### src/rtl/uart_defs.sv
// Shared definitions for the UART register block: register map, status bits,
// version, mode configuration and the AXI channel payload types.
package uart_defs;

    localparam logic [11:0] OFF_DIVIDER   = 12'h000;
    localparam logic [11:0] OFF_TXDATA    = 12'h004;
    localparam logic [11:0] OFF_RXDATA    = 12'h008;
    localparam logic [11:0] OFF_STATUS    = 12'h00C;
    localparam logic [11:0] OFF_IRQMASK   = 12'h010;
    localparam logic [11:0] OFF_CONFIG    = 12'h014;
    localparam logic [11:0] OFF_WATERMARK = 12'h018;
    localparam logic [11:0] OFF_LEVEL     = 12'h01C;
    localparam logic [11:0] OFF_VERSION   = 12'h020;

    localparam int ST_TX_EMPTY    = 0;
    localparam int ST_TX_BELOW_WM = 1;
    localparam int ST_RX_NONEMPTY = 2;
    localparam int ST_RX_ABOVE_WM = 3;
    localparam int ST_RX_OVERRUN  = 4;

    localparam logic [7:0]  VER_MAJOR   = 8'd2;
    localparam logic [7:0]  VER_MINOR   = 8'd1;
    localparam logic [15:0] VER_PATCHES = 16'd3;

    localparam logic [1:0] RESP_OKAY   = 2'b00;
    localparam logic [1:0] RESP_SLVERR = 2'b10;

    localparam int AXI_ID_W = 4;

    typedef struct packed {
        logic rx_en;
        logic tx_en;
        logic stop2;
        logic parity_odd;
        logic parity_en;
    } Config_t;

    typedef enum logic [1:0] {IDLE, RRESP, BRESP} State_t;

    typedef struct packed {
        logic [AXI_ID_W-1:0] id;
        logic [31:0]         addr;
    } axi_ax_t;

    typedef struct packed {
        logic [31:0] data;
    } axi_w_t;

    typedef struct packed {
        logic [AXI_ID_W-1:0] id;
        logic [1:0]          resp;
    } axi_b_t;

    typedef struct packed {
        logic [AXI_ID_W-1:0] id;
        logic [31:0]         data;
        logic [1:0]          resp;
        logic                last;
    } axi_r_t;

    function automatic logic reg_valid(input logic [11:0] off);
        case (off)
            OFF_DIVIDER, OFF_TXDATA, OFF_RXDATA, OFF_STATUS, OFF_IRQMASK,
            OFF_CONFIG, OFF_WATERMARK, OFF_LEVEL, OFF_VERSION: return 1'b1;
            default: return 1'b0;
        endcase
    endfunction

endpackage

### src/rtl/axi4_if.sv
// Single-beat AXI4 register bus: five valid/ready channels with struct payloads.
interface axi4;
    import uart_defs::*;

    logic    aw_valid, aw_ready;
    axi_ax_t aw;
    logic    w_valid, w_ready;
    axi_w_t  w;
    logic    b_valid, b_ready;
    axi_b_t  b;
    logic    ar_valid, ar_ready;
    axi_ax_t ar;
    logic    r_valid, r_ready;
    axi_r_t  r;

    modport slave (
        input  aw_valid, aw, w_valid, w, b_ready, ar_valid, ar, r_ready,
        output aw_ready, w_ready, b_valid, b, ar_ready, r_valid, r
    );

    modport master (
        output aw_valid, aw, w_valid, w, b_ready, ar_valid, ar, r_ready,
        input  aw_ready, w_ready, b_valid, b, ar_ready, r_valid, r
    );
endinterface

### src/rtl/uart_csr_fifo.sv
// Power-of-two synchronous FIFO; a push while full is accepted only when a pop
// frees the head slot in the same cycle.
module uart_fifo #(
    parameter int WIDTH = 8,
    parameter int DEPTH = 16
) (
    input  logic                     clk,
    input  logic                     rst,
    input  logic                     push,
    input  logic                     pop,
    input  logic [WIDTH-1:0]         din,
    output logic [WIDTH-1:0]         dout,
    output logic                     full,
    output logic                     empty,
    output logic [$clog2(DEPTH):0]   count
);
    localparam int AW = $clog2(DEPTH);

    logic [WIDTH-1:0] mem_q [DEPTH];
    logic [AW-1:0]    wr_ptr_q, wr_ptr_d, rd_ptr_q, rd_ptr_d;
    logic [AW:0]      count_q, count_d;
    logic             do_push, do_pop;

    assign full    = (count_q == (AW+1)'(DEPTH));
    assign empty   = (count_q == '0);
    assign do_pop  = pop && !empty;
    assign do_push = push && (!full || do_pop);
    assign count   = count_q;
    assign dout    = empty ? '0 : mem_q[rd_ptr_q];

    always_comb begin
        wr_ptr_d = wr_ptr_q;
        rd_ptr_d = rd_ptr_q;
        count_d  = count_q;
        if (do_push) wr_ptr_d = wr_ptr_q + AW'(1);
        if (do_pop)  rd_ptr_d = rd_ptr_q + AW'(1);
        case ({do_push, do_pop})
            2'b10:   count_d = count_q + (AW+1)'(1);
            2'b01:   count_d = count_q - (AW+1)'(1);
            default: ;
        endcase
    end

    always_ff @(posedge clk or posedge rst) begin
        if (rst) begin
            wr_ptr_q <= '0;
            rd_ptr_q <= '0;
            count_q  <= '0;
        end else begin
            wr_ptr_q <= wr_ptr_d;
            rd_ptr_q <= rd_ptr_d;
            count_q  <= count_d;
        end
    end

    // Storage needs no reset: dout is masked while the FIFO is empty.
    always_ff @(posedge clk) begin
        if (do_push) mem_q[wr_ptr_q] <= din;
    end

endmodule

### src/rtl/uart_csr.sv
// AXI4 register slave for the UART core: baud/config registers, TX/RX byte
// FIFOs, sticky RX overrun and masked, registered interrupt.
module uart_csr
    import uart_defs::*;
#(
    parameter logic [31:0] REGMAP    = 32'h0,
    parameter int          TX_DEPTH  = 16,
    parameter int          RX_DEPTH  = 16,
    parameter int          DIV_WIDTH = 16
) (
    input  logic                 clk,
    input  logic                 rst,
    axi4.slave                   bus,
    output logic [DIV_WIDTH-1:0] uart_divider,
    output Config_t              uart_config,
    output logic [7:0]           uart_tx_data,
    output logic                 uart_tx_valid,
    input  logic                 uart_tx_ready,
    input  logic [7:0]           uart_rx_data,
    input  logic                 uart_rx_valid,
    output logic                 irq
);
    localparam int TCW   = $clog2(TX_DEPTH) + 1;
    localparam int RCW   = $clog2(RX_DEPTH) + 1;
    localparam int CFG_W = $bits(Config_t);

    State_t              state_q, state_d;
    logic [DIV_WIDTH-1:0] divider_q, divider_d;
    Config_t             config_q, config_d;
    logic [4:0]          irqmask_q, irqmask_d;
    logic [7:0]          tx_wm_q, tx_wm_d, rx_wm_q, rx_wm_d;
    logic                overrun_q, overrun_d;
    logic                irq_q, irq_d;
    logic [AXI_ID_W-1:0] b_id_q, b_id_d, r_id_q, r_id_d;
    logic [1:0]          b_resp_q, b_resp_d, r_resp_q, r_resp_d;
    logic [31:0]         r_data_q, r_data_d;

    logic                wr_hs, rd_hs, wr_hit, rd_hit;
    logic                tx_push, tx_full, tx_empty;
    logic                rx_pop, rx_full, rx_empty, rx_overrun;
    logic [TCW-1:0]      tx_count;
    logic [RCW-1:0]      rx_count;
    logic [7:0]          rx_dout, rx_wm_eff;
    logic [4:0]          status;
    logic                unused_wdata;

    assign unused_wdata = ^bus.w.data;

    uart_fifo #(.WIDTH(8), .DEPTH(TX_DEPTH)) u_tx_fifo (
        .clk(clk), .rst(rst), .push(tx_push), .pop(uart_tx_ready),
        .din(bus.w.data[7:0]), .dout(uart_tx_data),
        .full(tx_full), .empty(tx_empty), .count(tx_count)
    );

    uart_fifo #(.WIDTH(8), .DEPTH(RX_DEPTH)) u_rx_fifo (
        .clk(clk), .rst(rst), .push(uart_rx_valid), .pop(rx_pop),
        .din(uart_rx_data), .dout(rx_dout),
        .full(rx_full), .empty(rx_empty), .count(rx_count)
    );

    // A pop in the same cycle makes room, so only an unmatched full push overruns.
    assign rx_overrun = uart_rx_valid && rx_full && !rx_pop;
    assign rx_wm_eff  = (rx_wm_q == 8'd0) ? 8'd1 : rx_wm_q;

    always_comb begin
        status                 = '0;
        status[ST_TX_EMPTY]    = tx_empty;
        status[ST_TX_BELOW_WM] = 8'(tx_count) < tx_wm_q;
        status[ST_RX_NONEMPTY] = !rx_empty;
        status[ST_RX_ABOVE_WM] = 8'(rx_count) >= rx_wm_eff;
        status[ST_RX_OVERRUN]  = overrun_q;
    end

    assign irq_d  = |(status & irqmask_q);
    assign wr_hit = (bus.aw.addr[31:12] == REGMAP[31:12]) && reg_valid(bus.aw.addr[11:0]);
    assign rd_hit = (bus.ar.addr[31:12] == REGMAP[31:12]) && reg_valid(bus.ar.addr[11:0]);

    always_comb begin
        state_d      = state_q;
        wr_hs        = 1'b0;
        rd_hs        = 1'b0;
        bus.aw_ready = 1'b0;
        bus.w_ready  = 1'b0;
        bus.ar_ready = 1'b0;
        bus.b_valid  = 1'b0;
        bus.b        = '0;
        bus.r_valid  = 1'b0;
        bus.r        = '0;
        case (state_q)
            IDLE: begin
                if (bus.aw_valid && bus.w_valid) begin
                    bus.aw_ready = 1'b1;
                    bus.w_ready  = 1'b1;
                    wr_hs        = 1'b1;
                    state_d      = BRESP;
                end else if (bus.ar_valid) begin
                    bus.ar_ready = 1'b1;
                    rd_hs        = 1'b1;
                    state_d      = RRESP;
                end
            end
            BRESP: begin
                bus.b_valid = 1'b1;
                bus.b.id    = b_id_q;
                bus.b.resp  = b_resp_q;
                if (bus.b_ready) state_d = IDLE;
            end
            RRESP: begin
                bus.r_valid = 1'b1;
                bus.r.last  = 1'b1;
                bus.r.id    = r_id_q;
                bus.r.data  = r_data_q;
                bus.r.resp  = r_resp_q;
                if (bus.r_ready) state_d = IDLE;
            end
            default: state_d = IDLE;
        endcase
    end

    always_comb begin
        divider_d = divider_q;
        config_d  = config_q;
        irqmask_d = irqmask_q;
        tx_wm_d   = tx_wm_q;
        rx_wm_d   = rx_wm_q;
        overrun_d = overrun_q;
        b_id_d    = b_id_q;
        b_resp_d  = b_resp_q;
        r_id_d    = r_id_q;
        r_resp_d  = r_resp_q;
        r_data_d  = r_data_q;
        tx_push   = 1'b0;
        rx_pop    = 1'b0;
        if (wr_hs) begin
            b_id_d   = bus.aw.id;
            b_resp_d = wr_hit ? RESP_OKAY : RESP_SLVERR;
            if (wr_hit) begin
                case (bus.aw.addr[11:0])
                    OFF_DIVIDER: divider_d = bus.w.data[DIV_WIDTH-1:0];
                    OFF_TXDATA: begin
                        if (tx_full) b_resp_d = RESP_SLVERR;
                        else         tx_push  = 1'b1;
                    end
                    OFF_STATUS:  if (bus.w.data[ST_RX_OVERRUN]) overrun_d = 1'b0;
                    OFF_IRQMASK: irqmask_d = bus.w.data[4:0];
                    OFF_CONFIG:  config_d = Config_t'(bus.w.data[CFG_W-1:0]);
                    OFF_WATERMARK: begin
                        rx_wm_d = bus.w.data[23:16];
                        tx_wm_d = bus.w.data[7:0];
                    end
                    default: ;
                endcase
            end
        end
        if (rd_hs) begin
            r_id_d   = bus.ar.id;
            r_resp_d = rd_hit ? RESP_OKAY : RESP_SLVERR;
            r_data_d = '0;
            if (rd_hit) begin
                case (bus.ar.addr[11:0])
                    OFF_DIVIDER:   r_data_d = 32'(divider_q);
                    OFF_RXDATA: begin
                        if (rx_empty) r_data_d = 32'h8000_0000;
                        else begin
                            r_data_d = {24'b0, rx_dout};
                            rx_pop   = 1'b1;
                        end
                    end
                    OFF_STATUS:    r_data_d = {27'b0, status};
                    OFF_IRQMASK:   r_data_d = {27'b0, irqmask_q};
                    OFF_CONFIG:    r_data_d = {{(32-CFG_W){1'b0}}, config_q};
                    OFF_WATERMARK: r_data_d = {8'b0, rx_wm_q, 8'b0, tx_wm_q};
                    OFF_LEVEL:     r_data_d = {8'b0, 8'(rx_count), 8'b0, 8'(tx_count)};
                    OFF_VERSION:   r_data_d = {VER_MAJOR, VER_MINOR, VER_PATCHES};
                    default: ;
                endcase
            end
        end
        // A same-cycle overrun beats the W1C clear.
        if (rx_overrun) overrun_d = 1'b1;
    end

    always_ff @(posedge clk or posedge rst) begin
        if (rst) begin
            state_q   <= IDLE;
            divider_q <= '0;
            config_q  <= '0;
            irqmask_q <= '0;
            tx_wm_q   <= '0;
            rx_wm_q   <= '0;
            overrun_q <= 1'b0;
            irq_q     <= 1'b0;
            b_id_q    <= '0;
            b_resp_q  <= '0;
            r_id_q    <= '0;
            r_resp_q  <= '0;
            r_data_q  <= '0;
        end else begin
            state_q   <= state_d;
            divider_q <= divider_d;
            config_q  <= config_d;
            irqmask_q <= irqmask_d;
            tx_wm_q   <= tx_wm_d;
            rx_wm_q   <= rx_wm_d;
            overrun_q <= overrun_d;
            irq_q     <= irq_d;
            b_id_q    <= b_id_d;
            b_resp_q  <= b_resp_d;
            r_id_q    <= r_id_d;
            r_resp_q  <= r_resp_d;
            r_data_q  <= r_data_d;
        end
    end

    assign uart_divider  = divider_q;
    assign uart_config   = config_q;
    assign uart_tx_valid = !tx_empty;
    assign irq           = irq_q;

endmodule

### src/flat_wrapper.sv
// flat-port wrapper written by rule: the top's interface ports become plain ports
module uart_csr_flat import uart_defs::*;
#(
    parameter logic [31:0] REGMAP    = 32'h0,
    parameter int          TX_DEPTH  = 16,
    parameter int          RX_DEPTH  = 16,
    parameter int          DIV_WIDTH = 16
)
  (clk, rst, uart_divider, uart_config, uart_tx_data, uart_tx_valid, uart_tx_ready, uart_rx_data, uart_rx_valid, irq, bus_aw_valid, bus_aw, bus_w_valid, bus_w, bus_b_ready, bus_ar_valid, bus_ar, bus_r_ready, bus_aw_ready, bus_w_ready, bus_b_valid, bus_b, bus_ar_ready, bus_r_valid, bus_r);
  axi4 bus_i ();
  input  logic clk;
  input  logic rst;
  output logic [DIV_WIDTH-1:0] uart_divider;
  output Config_t uart_config;
  output logic [7:0] uart_tx_data;
  output logic uart_tx_valid;
  input  logic uart_tx_ready;
  input  logic [7:0] uart_rx_data;
  input  logic uart_rx_valid;
  output logic irq;
  input wire logic [$bits(bus_i.aw_valid)-1:0] bus_aw_valid;
  input wire logic [$bits(bus_i.aw)-1:0] bus_aw;
  input wire logic [$bits(bus_i.w_valid)-1:0] bus_w_valid;
  input wire logic [$bits(bus_i.w)-1:0] bus_w;
  input wire logic [$bits(bus_i.b_ready)-1:0] bus_b_ready;
  input wire logic [$bits(bus_i.ar_valid)-1:0] bus_ar_valid;
  input wire logic [$bits(bus_i.ar)-1:0] bus_ar;
  input wire logic [$bits(bus_i.r_ready)-1:0] bus_r_ready;
  output wire logic [$bits(bus_i.aw_ready)-1:0] bus_aw_ready;
  output wire logic [$bits(bus_i.w_ready)-1:0] bus_w_ready;
  output wire logic [$bits(bus_i.b_valid)-1:0] bus_b_valid;
  output wire logic [$bits(bus_i.b)-1:0] bus_b;
  output wire logic [$bits(bus_i.ar_ready)-1:0] bus_ar_ready;
  output wire logic [$bits(bus_i.r_valid)-1:0] bus_r_valid;
  output wire logic [$bits(bus_i.r)-1:0] bus_r;
  assign bus_i.aw_valid = bus_aw_valid;
  assign bus_i.aw = bus_aw;
  assign bus_i.w_valid = bus_w_valid;
  assign bus_i.w = bus_w;
  assign bus_i.b_ready = bus_b_ready;
  assign bus_i.ar_valid = bus_ar_valid;
  assign bus_i.ar = bus_ar;
  assign bus_i.r_ready = bus_r_ready;
  assign bus_aw_ready = bus_i.aw_ready;
  assign bus_w_ready = bus_i.w_ready;
  assign bus_b_valid = bus_i.b_valid;
  assign bus_b = bus_i.b;
  assign bus_ar_ready = bus_i.ar_ready;
  assign bus_r_valid = bus_i.r_valid;
  assign bus_r = bus_i.r;
  uart_csr #(.REGMAP(REGMAP), .TX_DEPTH(TX_DEPTH), .RX_DEPTH(RX_DEPTH), .DIV_WIDTH(DIV_WIDTH)) u_core (.clk(clk), .rst(rst), .bus(bus_i), .uart_divider(uart_divider), .uart_config(uart_config), .uart_tx_data(uart_tx_data), .uart_tx_valid(uart_tx_valid), .uart_tx_ready(uart_tx_ready), .uart_rx_data(uart_rx_data), .uart_rx_valid(uart_rx_valid), .irq(irq));
endmodule
### config.mk
export PLATFORM = sky130hd
export DESIGN_NAME = uart_csr_flat
export DESIGN_NICKNAME = d
export VERILOG_FILES = /design/src/rtl/uart_defs.sv /design/src/rtl/axi4_if.sv /design/src/rtl/uart_csr_fifo.sv /design/src/rtl/uart_csr.sv /design/src/flat_wrapper.sv
export SDC_FILE = /design/constraint.sdc
export NUM_CORES = 1
export LEC_CHECK = 0
export ABC_AREA = 1
export CAP_MARGIN = 15
export CORE_ASPECT_RATIO = 0.8
export CORE_MARGIN = 10
export CORE_UTILIZATION = 56
export CTS_CLUSTER_SIZE = 20
export DETAILED_ROUTE_END_ITERATION = 8
export PLACE_DENSITY = 0.8
export SYNTH_ARGS = -nofsm -noshare
export SYNTH_HDL_FRONTEND = slang
export SYNTH_SLANG_ARGS = --single-unit
### constraint.sdc
create_clock -name clk -period 7.64 [get_ports clk]
set_clock_uncertainty 0.1 [all_clocks]
set_input_delay 1.528 -clock clk [delete_from_list [all_inputs] [get_ports clk]]
set_output_delay 1.528 -clock clk [all_outputs]
set_load 0.05 [all_outputs]
==> results of run 1 <==
## Yosys cell counts, types with 5 or more instances
library cell | number | area share (%)
buf_4 | 11 | 0.51
nor4_1 | 7 | 0.27
inv_1 | 156 | 3.6
a21oi_1 | 71 | 2.2
buf_1 | 5 | 0.12
ha_1 | 23 | 1.8
nand3_1 | 75 | 2.3
nand2_1 | 176 | 4.1
clkbuf_1 | 49 | 1.1
mux2i_1 | 9 | 0.56
o21ai_0 | 152 | 4.7
mux2_2 | 7 | 0.49
nor2_2 | 7 | 0.27
o22ai_1 | 16 | 0.62
nor3_1 | 10 | 0.31
nand2_2 | 5 | 0.19
dfrtp_1 | 108 | 17
nor2_1 | 223 | 5.2
nand2_4 | 5 | 0.35
o221ai_1 | 56 | 3.0
xor2_1 | 15 | 0.81
nand4_1 | 15 | 0.58
edfxtp_1 | 256 | 47
## layer usage
metal,global-route usage (%),vias up,wire length [um]
li1,-,5587,-
met1,31.0,5823,17200
met2,35.9,624,19500
met3,7.18,81,4860
met4,6.63,0,940
met5,0,-,0
## cells by family after synthesis
group | share of synthesized area (%)
mux | 1.11
simple gates | 14.7
flops | 64.1
compound gates | 11.6
other cells | 0.0231
fa+ha+maj | 1.78
buf+inv | 5.71
xor+xnor | 0.965
## tightest hold or removal path, stage by stage, from the launching register on
cell and delay [ns]:
dfrtp_1 0.35, a21oi_1 0.06, inv_1 0.04
## power by group
group	internal (mW)	switching, mW
Sequential	2.26	0.105
Clock	0.968	0.750
Combinational	0.446	0.986
Total	3.67	1.84
## layout by cell type, fill, tap and decap left out, drive strengths merged, types with 3 or more instances in the layout
master / instances
nor3: 12
o22ai: 17
mux2: 8
buf: 9
o21ai: 153
nand2: 186
clkinv: 15
ha: 23
dfrtp: 108
nand3: 79
inv: 163
a21oi: 72
xor2: 16
o21a: 3
nor2: 233
o221ai: 56
clkbuf: 51
mux2i: 9
conb: 8
clkdlybuf4s50: 185
nor4: 8
nand4: 16
edfxtp: 256
## path summary, 6_finish.rpt
| check | start | cells after the start | slack, ns | to |
|---|---|---|---|---|
| setup / recovery | u_core.u_tx_fifo.rd_ptr_q[1] | 6 | 2.47 | uart_tx_data[2] |
| hold / removal | u_core.irqmask_q[2] | 2 | 0.38 | u_core.irqmask_q[2] |
| hold reg to reg | u_core.irqmask_q[2] | 2 | 0.38 | u_core.irqmask_q[2] |
| max in group asynchronous | rst | 3 | 4.83 | u_core.irqmask_q[0] |
| setup reg to reg | u_core.state_q[1] | 15 | 3.59 | u_core.u_tx_fifo.count[4] |
| min in group asynchronous | rst | 2 | 1.32 | u_core.uart_divider[11] |
## stage by stage
step	utilization [%]	cell area (um^2)	hold slack, ns	total power [mW]
floorplan	-	16200	0.344	3.33
global placement	64.4	18300	0.356	3.76
detailed placement	64.4	18300	0.364	3.81
CTS	68.5	19500	0.379	5.51
global route	68.5	19500	0.401	5.75
finish	68.5	19500	0.381	5.51
## flip-flops by register name, summed over array words and instances (netlist names), 5 cells and up
signal / cells
u_core.irqmask_q: 5
u_core.r_data_q: 26
u_core.rx_wm_q: 8
u_core.tx_wm_q: 8
u_core.u_rx_fifo.count: 5
u_core.u_rx_fifo.mem_q: 128
u_core.u_tx_fifo.count: 5
u_core.u_tx_fifo.mem_q: 128
u_core.uart_config: 5
u_core.uart_divider: 16
## area by class of cell
cell class              count  area [um^2]
repair buffers            194         1920
fillers                  2020         8960
multi-input cells         918         4910
clock inverters            15          104
well taps                 370          463
clock buffers              51         1050
flip-flops and latches    364        10400
inverters                 164          623
==> results_dict.tcl, run 1 <==
set metrics [dict create \
    max_slew_margin_pct 22.0 \
    tns_ns 0 \
    core_area_um2 28400 \
    initial_utilization_pct 57.0 \
    ys_types 58 \
    cts_sinks 364 \
    grt_pass1_wl_mm 65.7 \
    rows 55 \
    place_hpwl_mm 28.5 \
    die_area_um2 36200 \
    max_freq_mhz 193 \
    crit_arrival_ns 3.55 \
    yosys_warnings 0 \
    critPathRequiredTime_ns 6.01 \
    place.gp.congestion 0.866 \
    die_width_um 210 \
    setup_viol 0 \
    cts_root_buf "clkbuf_16" \
    period_share_pct 67.7 \
    dp.cells 2010 \
    post_drt_via_cell_ratio 5.84 \
    grt_max_degree 71 \
    cts.clk_slew.worst_paths_ns 0.06 \
    cts_hold_buf 0 \
    synthesis.area_um2 16200 \
    drc 0 \
    crit_fanout 33 \
    setup_slack_ns 2.47 \
    hold_path.class "flop to flop" \
    cp-start-kind "flop" \
    max-vdd-ir-drop_mv 0.209 \
    clockBufferDepth 3 \
    first_global_vias 11902 \
    crit_slowest_cell "clkdlybuf4s50_1" \
    via_count 12115 \
    status "finished clean" \
    place_ws_ns 2.09 \
    cts_buffers 36 \
    wl_per_cell_um 20.5 \
    io_pins 202 \
    h-tree-depth 2 \
    yosysSeqAreaShare_pct 64.1 \
    cts_resized 0 \
    layoutNonFillerInstCount 2076 \
    path_delay_family "buffers and inverters" \
    crit_chain "inv_1 -> o21ai_0 -> o221ai_1 -> nand3_1 -> a21oi_1 -> clkdlybuf4s50_1" \
    layout-drive-gt1-share_pct 6.51 \
    fin_crit_ns 5.17 \
    path_buf_inv 2 \
    die_h_um 172 \
    max_cap_violations 0 \
    tightest_slew_ns 1.17 \
    cts_tree "yes" \
    hold_viol_final 0 \
    grt.total_usage_pct 23.2 \
    nNetsFinal 1822 \
    clock_latency_ns 0.53 \
    slew_viol_final 0 \
    p_leak_nw 7.63 \
    drt-total-wl_mm 42.5 \
    grt_setup_unrepaired "no" \
    antenna_cells 0 \
    synth-edff-count 256 \
    drtIter0Drc 1225 \
    cts_setup_buffers 0 \
    critPathKind "flop to output port" \
    synth_flop_cell "edfxtp_1" \
    antenna_left 0 \
    antenna_found_initial 1 \
    syn-instance-count 1508 \
    syn_avg_cell_area_um2 10.7 \
    syn_to_final_growth_pct 20.1 \
    dr.pass1.iters 6 \
    globalRoute.totalOverflow 0 \
    synthArstFlopShare_pct 29.7 \
    slowest_delay_ns 0.84 \
    worstSetupEndpointType "output port" \
    numPortBuffers 185 \
    synth.ff_latch_count 364 \
    power.density_nw_per_um2 283 \
]
(Power assumes the default switching activity.)
==> inputs of run 2 (changes only) <==
CORE_UTILIZATION = 50   (was 56)
PLACE_DENSITY = 0.76   (was 0.8)
clock period = 4.2 ns   (was 7.64 ns; I/O delays follow)
==> run 2 against run 1 <==
Utilization down 5.3 points. Via count grew 1.7%. Flip-flop and latch count did not move. Wire length is 3.6% higher. Hold slack lost 0.0017 ns. Global-route usage fell by 1.9 points. Setup slack lost 2.1 ns. Clock-buffer cell count fell by 1. Sequential power grew 81%.
==> results_dict.tcl, run 2 (synthesized netlist as in run 1, its figures left out) <==
set metrics [dict create \
    cp-start-kind "flop" \
    critPathKind "flop to output port" \
    cts_tree "yes" \
    cts_root_buf "clkbuf_16" \
    tightest_slew_ns 0.975 \
    core_area_um2 31700 \
    p_leak_nw 7.95 \
    max_cap_violations 0 \
    clockBufferDepth 3 \
    rows 58 \
    first_global_vias 12241 \
    worstSetupEndpointType "output port" \
    drc 0 \
    grt_setup_unrepaired "no" \
    via_count 12316 \
    crit_fanout 27 \
    power.density_nw_per_um2 519 \
    cts.clk_slew.worst_paths_ns 0.06 \
    h-tree-depth 2 \
    cts_buffers 37 \
    dr.pass1.iters 5 \
    cts_resized 0 \
    layout-drive-gt1-share_pct 9.68 \
    drtIter0Drc 1259 \
    hold_path.class "flop to flop" \
    place.gp.congestion 0.918 \
    die_width_um 221 \
    final_cell_mix "edfxtp_1, nor2_1, nand2_1, clkdlybuf4s50_1, inv_1" \
    die_h_um 181 \
    cts_hold_buf 0 \
    nNetsFinal 1871 \
    regToRegSetupSlack_ns 1.01 \
    drt-total-wl_mm 44.0 \
    antenna_left 0 \
    slew_viol_final 0 \
    setup_viol 0 \
    period_share_pct 92.0 \
    max_freq_mhz 259 \
    max-vdd-ir-drop_mv 0.411 \
    wl_per_cell_um 20.2 \
    post_drt_via_cell_ratio 5.66 \
    crit_arrival_ns 2.92 \
    status "finished clean" \
    max_slew_margin_pct 34.9 \
    reg_top3 "u_core.u_rx_fifo.mem_q: 128 flops, u_core.u_tx_fifo.mem_q: 128 flops, u_core.r_data_q: 26 flops" \
    cts_setup_buffers 0 \
    layout_commonest_cell "edfxtp_1" \
    grt.total_usage_pct 21.3 \
    initial_utilization_pct 51.1 \
    numPortBuffers 185 \
    die_area_um2 40100 \
    fin_area_um2 20000 \
    tns_ns 0 \
    io_pins 202 \
    cts_sinks 364 \
    fin_crit_ns 3.86 \
    grt_max_degree 71 \
    critPathRequiredTime_ns 3.26 \
    grt_pass1_wl_mm 69.2 \
    hold_viol_final 0 \
    syn_to_final_growth_pct 23.6 \
    clock_latency_ns 0.53 \
    place_hpwl_mm 30.6 \
    placed_area_um2 18700 \
    globalRoute.totalOverflow 0 \
    antenna_found_initial 3 \
]
-- run 2: power breakdown --
group / internal (mW) / switching (mW)
Clock: 2.06 / 1.37
Combinational: 0.843 / 1.86
Sequential: 4.11 / 0.157
Total: 7.01 / 3.39
-- run 2: stage by stage --
step | setup slack, ns | total power, mW | cells | hold slack (ns) | util [%]
final | 0.335 | 10.4 | 2177 | 0.379 | 63.1
after global routing | 0.104 | 10.8 | 2177 | 0.397 | 63.1
after CTS | 0.382 | 10.4 | 2176 | 0.377 | 63.1
after detailed placement | -0.0682 | 6.99 | 2108 | 0.364 | 59.1
after global placement | 0.0918 | 6.91 | 2108 | 0.356 | 59.1
after floorplan | 0.414 | 6.06 | 1515 | 0.344 | -
-- run 2: worst max-delay path, stage by stage, from the launching register on --
cell      delay [ns]
dfrtp_1         0.37
inv_1           0.52
buf_4           0.41
o21ai_0         0.13
o221ai_1        0.27
nand3_1         0.13
a21oi_1         0.28
buf_4           0.26
-- run 2: final timing paths --
| kind | start | endpoint | cells after the start |
|---|---|---|---|
| worst max-delay path | u_core.u_tx_fifo.rd_ptr_q[0] | uart_tx_data[2] | 7 |
| worst min-delay path | u_core.tx_wm_q[3] | u_core.tx_wm_q[3] | 2 |
| worst max register to register | u_core.state_q[1] | u_core.u_tx_fifo.count[4] | 15 |
| worst min register to register | u_core.tx_wm_q[3] | u_core.tx_wm_q[3] | 2 |
| max in group asynchronous | rst | u_core.tx_wm_q[5] | 3 |
| min in group asynchronous | rst | u_core.b_id_q[2] | 2 |
-- run 2: area by class of cell --
class                      instances  area [um^2]
timing repair buffer             242         2280
clock buffer                      50         1030
antenna                            1         2.50
sequential                       364        10400
tap                              420          526
multi-input combinational        918         4910
fill                            2421        11700
clock inverter                    18          251
inverter                         164          623
-- run 2: layer usage --
metal	vias up	GRT usage, %	share of wire, %
li1	5687	-	-
met1	5911	28.6	41
met2	636	33.7	46
met3	78	5.63	10
met4	4	5.33	2.1
met5	-	0	0.064
==> inputs of run 3 (changes only) <==
CORE_UTILIZATION = 40   (was 50)
PLACE_DENSITY = default   (was 0.76)
==> run 3 against run 2 <==
Final cell count rose by 5.8%. Non-clock buffer count rose by 10. Global-route usage down 2.9 points. Critical path depth down 2. Setup slack lost 0.031 ns. Utilization fell by 12 points. Sequential share of layout area down 0.34 points. Clock power shrank 4%. Total power is 1.2% lower. First-iteration DRC count decreased by 13%. Flip-flop and latch count is the same. Die area grew 22%. Critical path type unchanged.
==> results_dict.tcl, run 3 (synthesized netlist as in run 1, its figures left out) <==
set metrics [dict create \
    p_leak_nw 7.96 \
    drt-total-wl_mm 45.8 \
    reg_top3 "u_core.u_rx_fifo.mem_q: 128 flops, u_core.u_tx_fifo.mem_q: 128 flops, u_core.r_data_q: 26 flops" \
    slew_viol_final 0 \
    h-tree-depth 2 \
    power.density_nw_per_um2 510 \
    setup_viol 0 \
    first_global_vias 12127 \
    layout_commonest_cell "edfxtp_1" \
    rows 65 \
    hold_path.startpoint "u_core.tx_wm_q[1]" \
    cts_tree "yes" \
    crit_chain "inv_1 -> nor2_1 -> inv_1 -> nor2_1 -> clkdlybuf4s50_1" \
    grt_max_degree 56 \
    core_area_um2 39700 \
    critPathRequiredTime_ns 3.26 \
    initial_utilization_pct 40.8 \
    max-vdd-ir-drop_mv 0.267 \
    layoutNonFillerInstCount 2304 \
    clock_latency_ns 0.54 \
    die_h_um 200 \
    grt.total_usage_pct 18.4 \
    regToRegSetupSlack_ns 0.91 \
    hold_viol_final 0 \
    io_pins 202 \
    antenna_found_initial 0 \
    cts_root_buf "clkbuf_16" \
    crit_slowest_cell "clkdlybuf4s50_1" \
    grt_setup_unrepaired "no" \
    numPortBuffers 185 \
    slowest_delay_ns 0.85 \
    cts.clk_slew.worst_paths_ns 0.06 \
    cts_resized 0 \
    dr.pass1.iters 5 \
    nNetsFinal 1883 \
    hold_depth 2 \
    cts_buffers 39 \
    layout-drive-gt1-share_pct 9.90 \
    r2r_cells 15 \
    wl_per_cell_um 19.9 \
    place.gp.congestion 0.851 \
    cp-start-kind "flop" \
    crit_fanout 32 \
    status "finished clean" \
    r2r-end "u_core.u_tx_fifo.count[4]" \
    tightest_slew_ns 1.02 \
    grt_pass1_wl_mm 70.7 \
    max_freq_mhz 257 \
    cts_setup_buffers 0 \
    globalRoute.totalOverflow 0 \
    crit_arrival_ns 2.96 \
    hold_path.class "flop to flop" \
    worstSetupEndpointType "output port" \
    fin_util_pct 50.8 \
    max_cap_violations 0 \
    die_width_um 245 \
    drc 0 \
    critPathKind "flop to output port" \
    max_slew_margin_pct 31.7 \
    drtIter0Drc 1097 \
    place_hpwl_mm 31.7 \
    path_delay_family "buffers and inverters" \
    antenna_left 0 \
    final_cell_mix "edfxtp_1, nor2_1, nand2_1" \
    path_buf_inv 3 \
    period_share_pct 92.8 \
    cts_hold_buf 0 \
    reg2reg_from "u_core.state_q[1]" \
    fin_crit_ns 3.90 \
    fin_hold_ws_ns 0.375 \
    tns_ns 0 \
    dp.cells 2234 \
    cts_sinks 364 \
    antenna_cells 0 \
    post_drt_via_cell_ratio 5.23 \
    syn_to_final_growth_pct 24.4 \
    via_count 12040 \
    die_area_um2 49000 \
    hold_end "u_core.tx_wm_q[1]" \
    clockBufferDepth 3 \
]
==> run 3: changes by cell type in the layout (fill, tap and decap cells not counted), sizes merged <==
cell | before | now
buf | 66 | 78
clkinv | 13 | 19
bufinv | 5 | 2
clkdlybuf4s50 | 176 | 174
diode | 1 | 0
inv | 163 | 162
==> run 3: how the worst max path moves through the flow <==
stage	startpoint	to	slack, ns	cells after the start
after floorplan	rst	u_core.b_id_q[0]	0.41	1
after global placement	bus_aw[9]	u_core.u_tx_fifo.count[4]	0.02	16
after detailed placement	bus_aw[8]	u_core.u_tx_fifo.count[4]	-0.06	16
after CTS	u_core.state_q[0]	bus_r[26]	0.27	5
after global routing	u_core.state_q[0]	bus_r[22]	0.07	5
final	u_core.state_q[0]	bus_r[4]	0.30	5
==> run 3: metal layers <==
metal	vias to the layer above	GRT usage, %	share of wire, %
met4	0	4.18	1.6
met3	47	5.13	8.4
met5	-	0	0
met2	403	28.2	45
met1	5886	25.5	46
li1	5704	-	-
==> run 3: worst min-delay path: stages, from the launching register on <==
cell,delay [ns]
dfrtp_1,0.34
a21oi_1,0.06
inv_1,0.05
==> run 3: area by class of cell <==
class,count,area (um^2)
fillers,3629,19500
flip-flops and latches,364,10400
multi-input cells,918,4910
repair buffers,252,2340
clock buffers,50,1040
well taps,536,671
inverters,164,623
clock inverters,20,180
==> run 3: per-stage QoR <==
| step | worst slack [ns] | power [mW] | instance area (um^2) |
|---|---|---|---|
| after detailed placement | -0.0590 | 7.05 | 18900 |
| after global placement | 0.0244 | 6.99 | 18900 |
| after CTS | 0.266 | 10.3 | 20200 |
| final | 0.304 | 10.3 | 20200 |
| after floorplan | 0.414 | 6.06 | 16200 |
| after global routing | 0.0662 | 10.8 | 20200 |
==> run 3: power by group <==
part           internal [mW]  total, mW  switching, mW
sequential              4.11       4.27          0.161
clock                   1.88       3.30           1.42
combinational          0.845       2.70           1.86
total                   6.83       10.3           3.44
